[src/rtl/seq_bin2bcd.sv]
// Sequential binary-to-BCD converter: double-dabble, one input bit per clock.
// Optional leading-zero blank mask enabled by defining SEQ_BIN2BCD_BLANK_EN.
module seq_bin2bcd #(
  parameter int unsigned W = 8,
  parameter int unsigned D = 3
) (
  input  logic           clk,
  input  logic           rst_n,
  input  logic           start,
  input  logic [W-1:0]   bin,
  output logic           busy,
  output logic           done,
  output logic [4*D-1:0] bcd,
  output logic           ovf,
  output logic [D-1:0]   blank
);

  localparam int unsigned CW = $clog2(W + 1);

  typedef enum logic [0:0] {StIdle, StConv} state_e;

  state_e           state_q, state_d;
  logic [W-1:0]     sh_q, sh_d;
  logic [4*D-1:0]   dig_q, dig_d;
  logic             ovs_q, ovs_d;
  logic [CW-1:0]    cnt_q, cnt_d;
  logic             done_q, done_d;
  logic [4*D-1:0]   bcd_q, bcd_d;
  logic             ovf_q, ovf_d;

  logic [4*D-1:0]   adj;
  logic [4*D-1:0]   dig_shift;
  logic             ovf_shift;
  logic             last;

  // One double-dabble step: add-3 correction per digit, then shift in the binary MSB.
  always_comb begin
    adj = dig_q;
    for (int i = 0; i < int'(D); i++) begin
      if (dig_q[4*i +: 4] >= 4'd5) adj[4*i +: 4] = dig_q[4*i +: 4] + 4'd3;
    end
    dig_shift = {adj[4*D-2:0], sh_q[W-1]};
    ovf_shift = ovs_q | adj[4*D-1];
  end

  assign last = (cnt_q == CW'(1));

  always_comb begin
    state_d = state_q;
    sh_d    = sh_q;
    dig_d   = dig_q;
    ovs_d   = ovs_q;
    cnt_d   = cnt_q;
    done_d  = 1'b0;
    bcd_d   = bcd_q;
    ovf_d   = ovf_q;
    unique case (state_q)
      StIdle: begin
        if (start) begin
          sh_d    = bin;
          dig_d   = '0;
          ovs_d   = 1'b0;
          cnt_d   = CW'(W);
          state_d = StConv;
        end
      end
      StConv: begin
        sh_d  = sh_q << 1;
        dig_d = dig_shift;
        ovs_d = ovf_shift;
        cnt_d = cnt_q - 1'b1;
        if (last) begin
          bcd_d   = dig_shift;
          ovf_d   = ovf_shift;
          done_d  = 1'b1;
          state_d = StIdle;
        end
      end
      default: state_d = StIdle;
    endcase
  end

  always_ff @(posedge clk or negedge rst_n) begin
    if (!rst_n) begin
      state_q <= StIdle;
      sh_q    <= '0;
      dig_q   <= '0;
      ovs_q   <= 1'b0;
      cnt_q   <= '0;
      done_q  <= 1'b0;
      bcd_q   <= '0;
      ovf_q   <= 1'b0;
    end else begin
      state_q <= state_d;
      sh_q    <= sh_d;
      dig_q   <= dig_d;
      ovs_q   <= ovs_d;
      cnt_q   <= cnt_d;
      done_q  <= done_d;
      bcd_q   <= bcd_d;
      ovf_q   <= ovf_d;
    end
  end

  assign busy = (state_q == StConv);
  assign done = done_q;
  assign bcd  = bcd_q;
  assign ovf  = ovf_q;

`ifdef SEQ_BIN2BCD_BLANK_EN
  logic [D-1:0] blank_calc;
  logic [D-1:0] blank_q;
  logic         zero_run;

  // Walk down from the top digit; a digit blanks while everything above it is zero.
  always_comb begin
    blank_calc = '0;
    zero_run   = 1'b1;
    for (int i = int'(D) - 1; i >= 1; i--) begin
      zero_run      = zero_run & (dig_shift[4*i +: 4] == 4'd0);
      blank_calc[i] = zero_run;
    end
  end

  always_ff @(posedge clk or negedge rst_n) begin
    if (!rst_n) begin
      blank_q <= '0;
    end else if (state_q == StConv && last) begin
      blank_q <= blank_calc;
    end
  end

  assign blank = blank_q;
`else
  assign blank = '0;
`endif

endmodule

[config.mk]
export PLATFORM = sky130hd
export DESIGN_NAME = seq_bin2bcd
export DESIGN_NICKNAME = d
export VERILOG_FILES = /design/src/rtl/seq_bin2bcd.sv
export SDC_FILE = /design/constraint.sdc
export NUM_CORES = 1
export LEC_CHECK = 0
export BUFFER_PORTS_ARGS = -buffer_cell sky130_fd_sc_hd__buf_2
export CORE_MARGIN = 3
export CORE_UTILIZATION = 50
export DETAILED_ROUTE_END_ITERATION = 6
export PLACE_DENSITY_LB_ADDON = 0.12
export RECOVER_POWER = 100
export SLEW_MARGIN = 0
export SYNTH_ARGS = -nofsm -noshare
export SYNTH_HDL_FRONTEND = slang
export SYNTH_SLANG_ARGS = --single-unit
[constraint.sdc]
create_clock -name clk -period 3.2 [get_ports clk]
set_input_delay 0.64 -clock clk [delete_from_list [all_inputs] [get_ports clk]]
set_output_delay 0.64 -clock clk [all_outputs]
set_load 0.01 [all_outputs]
==> impl_metrics.json, run 1 <==
{
  "worst-slew-pin-transition_ns": 1.20,
  "crit_type": "register to register",
  "synth.distinct_cells": 31,
  "status": "finished clean",
  "r2r-end": "bcd[6]",
  "hp-class": "primary input to async pin",
  "antenna_found_initial": 0,
  "cts_setup_buffers": 0,
  "clk_path_buf_depth": 2,
  "fmax_mhz": 453,
  "swShare_pct": 38.2,
  "die_h_um": 68.9,
  "dieArea_mm2": 0.00475,
  "rows": 22,
  "synth_area_leaders": "dfrtp_1, mux2i_1, ha_1, o21ai_0, nand2b_1",
  "internal_power_mw": 1.37,
  "yosys_warnings": 0,
  "cp_max_fo": 18,
  "synth_top_cell_by_area": "dfrtp_1",
  "pin_count": 29,
  "numCtsBuffers": 5,
  "grt_pass1_vias": 1353,
  "cts_hold_buf": 0,
  "post-place-ws_ns": 1.58,
  "setup_slack_ns": 0.991,
  "p_seq_share_pct": 40.3,
  "syn_area_per_cell_um2": 10.8,
  "ys.flop_type": "dfrtp_1",
  "grt_pass1_wl_mm": 6.15,
  "power.leakage_nw": 1.04,
  "chipWidth_um": 68.9,
  "yosysSeqAreaShare_pct": 50.6,
  "drive_above_1_share_pct": 10.5,
  "cp-end-kind": "register",
  "combPwrFrac_pct": 41.3,
  "synth.most_common_cell": "dfrtp_1",
  "ctsResizeCount": 0,
  "grt_overflow": 0,
  "drc": 0,
  "clkTransAtPathRegs_ns": 0.08,
  "insertion_delay_ns": 0.30,
  "fin_area_mm2": 0.00218,
  "postSynth.asyncResetShare_pct": 100,
  "grt_max_degree": 41,
  "synthesis.area_mm2": 0.00198,
  "yosysTopAreaCellShare_pct": 50.6,
  "tns_ns": 0,
  "finalHoldViolations": 0,
  "htreeDepth": 2,
  "rsz0062_at_grt": "no",
  "cap_viol_max_count": 0,
  "rr_worst_depth": 4,
  "drt_pass1_iterations": 4,
  "nNetsFinal": 227,
  "area_growth_pct": 9.99,
  "clkPwrFrac_pct": 18.4,
  "ys_ff_latch": 40,
  "fin_crit_sh_pct": 69.0,
  "synth_common_cells": "dfrtp_1, nand2_1, o21ai_0",
  "viasPerCell": 5.21,
  "layout_min_cycle_time_ns": 2.21,
  "diodes": 0,
  "setup_viol": 0,
  "postPlaceCellArea_mm2": 0.00212,
  "cts_sinks": 40,
  "portBuffers": 25,
  "synthCells": 183,
  "ir_drop_v": 0.000560,
  "initial_core_util_pct": 52.8,
  "clock_skew_ns": 0.00682,
  "routed_wl_mm": 3.58,
  "reg2reg_from": "cnt_q[0]",
  "gp_congestion": 0.797,
  "power_switching_mw": 0.846,
  "post-dp-hpwl_mm": 2.45,
  "coreArea_mm2": 0.00374,
  "startpoint_type": "register",
  "avgRoutedWirePerCell_um": 13.9,
  "track_usage_pct": 18.3,
  "vias": 1338,
  "cts_root_buffer": "clkbuf_8",
  "worstPathRequired_ns": 3.38,
  "final_max_slew_viol_count": 0,
  "r2r_slack_ns": 0.99,
  "critical_path_arrival_ns": 2.39,
  "synth_edf_count": 0,
  "drtIter0Drc": 66,
  "cts_tree": "built",
  "powerDensity_mw_per_mm2": 1020,
  "relSlewSlack_pct": 20.0,
  "ant_nets": 0
}
-- how the worst max path moves through the flow --
| stage | depth (start not counted) | start | end | slack [ns] |
|---|---|---|---|---|
| floorplan | 6 | dig_q[0] | bcd[2] | 1.71 |
| finish | 4 | cnt_q[0] | bcd[6] | 0.99 |
| CTS | 6 | dig_q[0] | bcd[2] | 1.54 |
| global route | 4 | cnt_q[0] | bcd[6] | 0.81 |
| global placement | 6 | dig_q[0] | bcd[2] | 1.66 |
| detailed placement | 6 | dig_q[0] | bcd[2] | 1.58 |
-- flip-flops by register name (all words and copies together) (netlist names) --
| register | flops |
|---|---|
| bcd | 12 |
| sh_q | 8 |
| done | 1 |
| dig_q | 12 |
| ovs_q | 1 |
| cnt_q | 4 |
| ovf | 1 |
| busy | 1 |
-- final cells by class --
class                      instances  area [um^2]
tap                               48         60.1
fill                             355         1570
sequential                        40         1000
clock buffer                       6         72.6
timing repair buffer              26          113
clock inverter                     2         35.0
inverter                           9         35.0
multi-input combinational        126          860
-- metal layers --
metal | wire, um | global-route usage (%)
met1 | 1550 | 21.6
met2 | 1800 | 30.0
met3 | 173 | 6.65
met4 | 59 | 8.03
met5 | 0 | 0
-- critical path, cell delays in order (launching register included) --
cell and delay, ns:
dfrtp_1 0.41, ha_1 0.20, nand3_1 0.50, clkinvlp_2 0.55, mux2_1 0.44
-- cells by family after synthesis --
group / after synthesis / synth area share, %
adders and majority gates: 8 / 5.06
other: 1 / 0.190
and+or+nand+nor: 50 / 13.5
xor gates and xnor gates: 5 / 2.21
AOI/OAI and AO/OA: 37 / 10.8
DFF: 40 / 50.6
muxes: 23 / 12.5
buffers and inverters: 19 / 5.12
-- metrics by stage --
stage | hold WS, ns | utilization [%] | power [mW] | cells
2_1_floorplan | 0.344 | - | 1.63 | 185
3_3_place_gp | 0.453 | 56.5 | 1.82 | 249
3_5_place_dp | 0.467 | 56.5 | 1.89 | 249
4_1_cts | 0.483 | 59.4 | 2.30 | 257
5_1_grt | 0.505 | 58.1 | 2.43 | 257
6_report | 0.450 | 58.1 | 2.21 | 257
-- power groups by stage --
stage	clock network [mW]	logic [mW]	registers, mW
floorplan	0	0.721	0.906
global placement	0	0.932	0.889
detailed placement	0	0.985	0.903
CTS	0.417	0.992	0.895
global route	0.448	1.06	0.924
finish	0.406	0.914	0.892
-- placed cells by master, fill, tap and decap left out, drive strengths merged --
| cell type | n |
|---|---|
| a21o | 3 |
| a21oi | 10 |
| a22o | 1 |
| buf | 10 |
| bufinv | 1 |
| clkbuf | 22 |
| clkinv | 1 |
| clkinvlp | 1 |
| conb | 3 |
| dfrtp | 40 |
| ha | 8 |
| inv | 8 |
| mux2 | 5 |
| mux2i | 18 |
| nand2 | 20 |
| nand2b | 13 |
| nand3 | 1 |
| nor2 | 4 |
| nor2b | 1 |
| nor3 | 4 |
| nor3b | 6 |
| o21a | 1 |
| o21ai | 20 |
| o31ai | 2 |
| or2b | 1 |
| xnor2 | 4 |
| xor2 | 1 |
Note: power is estimated with default switching activity, not from simulation.
==> inputs of run 2 (changes only) <==
==> constraint.sdc (replaced) <==
create_clock -name clk -period 2 [get_ports clk]
set_input_delay 0.4 -clock clk [delete_from_list [all_inputs] [get_ports clk]]
set_output_delay 0.4 -clock clk [all_outputs]
set_load 0.01 [all_outputs]
==> impl_metrics.json, run 2 (same netlist as run 1, synthesis figures left out) <==
{
  "status": "finished clean",
  "critical_path_arrival_ns": 1.89,
  "diodes": 0,
  "cp_max_fo": 18,
  "relSlewSlack_pct": 35.9,
  "cts_hold_buf": 0,
  "powerDensity_mw_per_mm2": 1580,
  "initial_core_util_pct": 52.8,
  "chipWidth_um": 68.9,
  "final_common_cell": "dfrtp_1",
  "startpoint_type": "register",
  "dieArea_mm2": 0.00475,
  "rsz0062_at_grt": "no",
  "ant_nets": 0,
  "insertion_delay_ns": 0.29,
  "grt_pass1_vias": 1280,
  "final_max_slew_viol_count": 0,
  "mostFrequentLayoutCells": "dfrtp_1, nand2_1, o21ai_0",
  "cap_viol_max_count": 0,
  "track_usage_pct": 16.7,
  "portBuffers": 25,
  "power.leakage_nw": 1.05,
  "area_growth_pct": 10.1,
  "wl_met3_um": 186,
  "fin_crit_sh_pct": 85.7,
  "drive_above_1_share_pct": 11.4,
  "r2r_slack_ns": 0.29,
  "cp-end-kind": "register",
  "gp_congestion": 0.804,
  "drc": 0,
  "cts_sinks": 40,
  "r2r-end": "bcd[10]",
  "dr.max_layer_used": "met4",
  "layout_min_cycle_time_ns": 1.71,
  "die_h_um": 68.9,
  "critPathCapture": "bcd[10]",
  "post-dp-hpwl_mm": 2.35,
  "hp-class": "primary input to async pin",
  "pin_count": 29,
  "nNetsFinal": 228,
  "setup_viol": 0,
  "antenna_found_initial": 0,
  "ctsResizeCount": 0,
  "coreArea_mm2": 0.00374,
  "drtIter0Drc": 42,
  "avgRoutedWirePerCell_um": 13.1,
  "cts_tree": "built",
  "startpoint": "cnt_q[1]",
  "htreeDepth": 2,
  "hold_slack_ns": 0.330,
  "clock_skew_ns": 0.00894,
  "cts_root_buffer": "clkbuf_8",
  "worstPathRequired_ns": 2.17,
  "routed_wl_mm": 3.38,
  "viasPerCell": 5.04,
  "numCtsBuffers": 5,
  "worst-slew-pin-transition_ns": 0.962,
  "grt_pass1_wl_mm": 5.71,
  "reg2reg_from": "cnt_q[1]",
  "drt_pass1_iterations": 4,
  "crit_type": "register to register",
  "rr_worst_depth": 5,
  "clk_path_buf_depth": 2,
  "fmax_mhz": 584,
  "rows": 22,
  "clkTransAtPathRegs_ns": 0.08,
  "wl_met2_mm": 1.59,
  "met1_length_mm": 1.55,
  "vias": 1301,
  "cts_setup_buffers": 0,
  "grt_max_degree": 42,
  "finalHoldViolations": 0,
  "grt_overflow": 0,
  "tns_ns": 0,
  "ir_drop_v": 0.000674
}
## run 2: per-layer routing
| layer | vias up | GRT usage, % |
|---|---|---|
| met4 | 0 | 6.81 |
| met3 | 6 | 5.02 |
| li1 | 664 | - |
| met1 | 601 | 20.3 |
| met2 | 30 | 27.5 |
| met5 | - | 0 |
## run 2: layout make-up
type | count | area [um^2]
multi-input cells | 126 | 872
repair buffers | 27 | 119
well taps | 48 | 60.1
fillers | 352 | 1570
flip-flops and latches | 40 | 1000
clock buffers | 8 | 90.1
inverters | 9 | 35.0
## run 2: per-stage QoR
stage	setup WS, ns	cells	util [%]	total power [mW]	instance area [um^2]
after floorplan	0.513	185	-	2.60	1990
after global placement	0.472	250	56.7	2.91	2120
after detailed placement	0.313	250	56.7	3.00	2120
after CTS	0.284	258	59.1	3.57	2210
after global routing	0.110	258	58.2	3.78	2180
final	0.287	258	58.2	3.43	2180
## run 2: critical path, stage by stage (launching register included)
cell and delay (ns):
dfrtp_1 0.35, inv_1 0.07, ha_1 0.21, nand3_4 0.18, clkinvlp_2 0.36, mux2_1 0.42
## run 2: worst min-delay path by stage
stage	end	slack, ns	start
floorplan	bcd[0]	0.10	rst_n
detailed placement	bcd[0]	0.46	bcd[0]
global placement	bcd[0]	0.45	bcd[0]
finish	bcd[6]	0.33	rst_n
CTS	bcd[6]	0.16	rst_n
global route	sh_q[0]	0.39	bin[0]
## run 2: power breakdown
part | total [mW] | leakage, nW | internal, mW | switching (mW)
Sequential | 1.42 | 0.501 | 1.17 | 0.251
Combinational | 1.47 | 0.500 | 0.668 | 0.798
Clock | 0.551 | 0.0455 | 0.281 | 0.269
==> inputs of run 3 (changes only) <==
--- a/config.mk
+++ b/config.mk
@@ -9,6 +9,7 @@
 export CORE_MARGIN = 3
 export CORE_UTILIZATION = 50
 export DETAILED_ROUTE_END_ITERATION = 6
+export GPL_TIMING_DRIVEN = 0
 export PLACE_DENSITY_LB_ADDON = 0.12
 export RECOVER_POWER = 100
 export SLEW_MARGIN = 0
==> constraint.sdc (replaced) <==
create_clock -name clk -period 2 [get_ports clk]
set_input_delay 0.4 -clock clk [delete_from_list [all_inputs] [get_ports clk]]
set_output_delay 0.4 -clock clk [all_outputs]
set_load 0.1 [all_outputs]
==> impl_metrics.json, run 3 (same netlist as run 1, synthesis figures left out) <==
{
  "viasPerCell": 5.16,
  "path_buf_inv": 1,
  "coreArea_mm2": 0.00374,
  "ctsResizeCount": 0,
  "dieArea_mm2": 0.00475,
  "mostFrequentLayoutCells": "dfrtp_1, nand2_1, o21ai_0",
  "portBuffers": 25,
  "avgRoutedWirePerCell_um": 13.5,
  "clock_skew_ns": 0.00460,
  "antenna_found_initial": 0,
  "grt_pass1_wl_mm": 6.16,
  "cp_top_family": "buffers and inverters",
  "rr_worst_depth": 6,
  "post-dp-hpwl_mm": 2.59,
  "final_max_slew_viol_count": 0,
  "drive_above_1_share_pct": 18.8,
  "diodes": 0,
  "routed_wl_mm": 3.60,
  "crit_type": "register to output port",
  "fillCellCount": 359,
  "setup_viol": 0,
  "cts_hold_buf": 0,
  "fmax_mhz": 612,
  "worst-slew-pin-transition_ns": 0.989,
  "track_usage_pct": 17.8,
  "tns_ns": 0,
  "grt_overflow": 0,
  "cp-end-kind": "output port",
  "cp_max_fo": 6,
  "critical_path_arrival_ns": 1.24,
  "area_growth_pct": 12.7,
  "chipWidth_um": 68.9,
  "startpoint_type": "register",
  "worstPathRequired_ns": 1.60,
  "rows": 22,
  "finalHoldViolations": 0,
  "hp-class": "primary input to async pin",
  "gp_congestion": 0.814,
  "reg2reg_from": "dig_q[0]",
  "crit_chain": "clkbuf_2",
  "status": "finished clean",
  "r2r_slack_ns": 0.38,
  "ant_nets": 0,
  "r2r-end": "bcd[2]",
  "insertion_delay_ns": 0.29,
  "numCtsBuffers": 5,
  "cts_tree": "built",
  "clkTransAtPathRegs_ns": 0.07,
  "cts_setup_buffers": 0,
  "critPathCapture": "busy",
  "grt_max_degree": 41,
  "cts_sinks": 40,
  "final_core_util_pct": 59.5,
  "nNetsFinal": 236,
  "initial_core_util_pct": 52.8,
  "layout_min_cycle_time_ns": 1.64,
  "worst-path-stages": 1,
  "vias": 1373,
  "grt_pass1_vias": 1316,
  "drtIter0Drc": 63,
  "fin_crit_sh_pct": 81.8,
  "die_h_um": 68.9,
  "clk_path_buf_depth": 2,
  "startpoint": "busy",
  "cts_root_buffer": "clkbuf_8",
  "crit_path_max_incr_delay_ns": 0.50,
  "drt_pass1_iterations": 4,
  "relSlewSlack_pct": 34.1,
  "drc": 0,
  "slowest_stage": "clkbuf_2",
  "htreeDepth": 2,
  "pin_count": 29,
  "rsz0062_at_grt": "no",
  "cap_viol_max_count": 0,
  "final_common_cell": "dfrtp_1"
}
run 3: changes by cell type in the layout (fill, tap and decap cells not counted), sizes merged:
cell    previous run  this run
buf               11        15
clkbuf            24        28
run 3: how the worst min path moves through the flow:
| stage | start | to | cells after the start |
|---|---|---|---|
| 5_1_grt | rst_n | dig_q[3] | 1 |
| 3_3_place_gp | bcd[0] | bcd[0] | 2 |
| 3_5_place_dp | bcd[0] | bcd[0] | 2 |
| 2_1_floorplan | rst_n | bcd[0] | 0 |
| 4_1_cts | rst_n | bcd[3] | 1 |
| 6_report | rst_n | bcd[2] | 1 |
run 3: area by class of cell:
type                    instances  area (um^2)  area share, %
clock buffers                   8         90.1           4.04
well taps                      48         60.1           2.70
flip-flops and latches         40         1000           44.9
multi-input cells             126          865           38.8
repair buffers                 25          125           5.61
inverters                       9         35.0           1.57
plain buffers                  10         52.6           2.36
run 3: through the flow:
stage / setup slack [ns] / hold slack, ns / instances / area, um^2
5_1_grt: 0.219 / 0.337 / 266 / 2230
3_5_place_dp: 0.400 / 0.465 / 258 / 2170
2_1_floorplan: 0.188 / 0.104 / 185 / 1990
3_3_place_gp: 0.419 / 0.455 / 258 / 2170
6_report: 0.365 / 0.258 / 266 / 2230
4_1_cts: 0.376 / 0.254 / 266 / 2260
run 3: routing by layer:
layer,routed length [um],part of all wire [%],global-route usage [%]
met2,1700,47,29.9
met1,1680,47,21.8
met3,155,4.3,4.05
met5,0,0,0
met4,60,1.7,8.03
Power of run 3 is not shown: default switching activity piles up to over one toggle a cycle in this logic, so the estimate is an artifact.
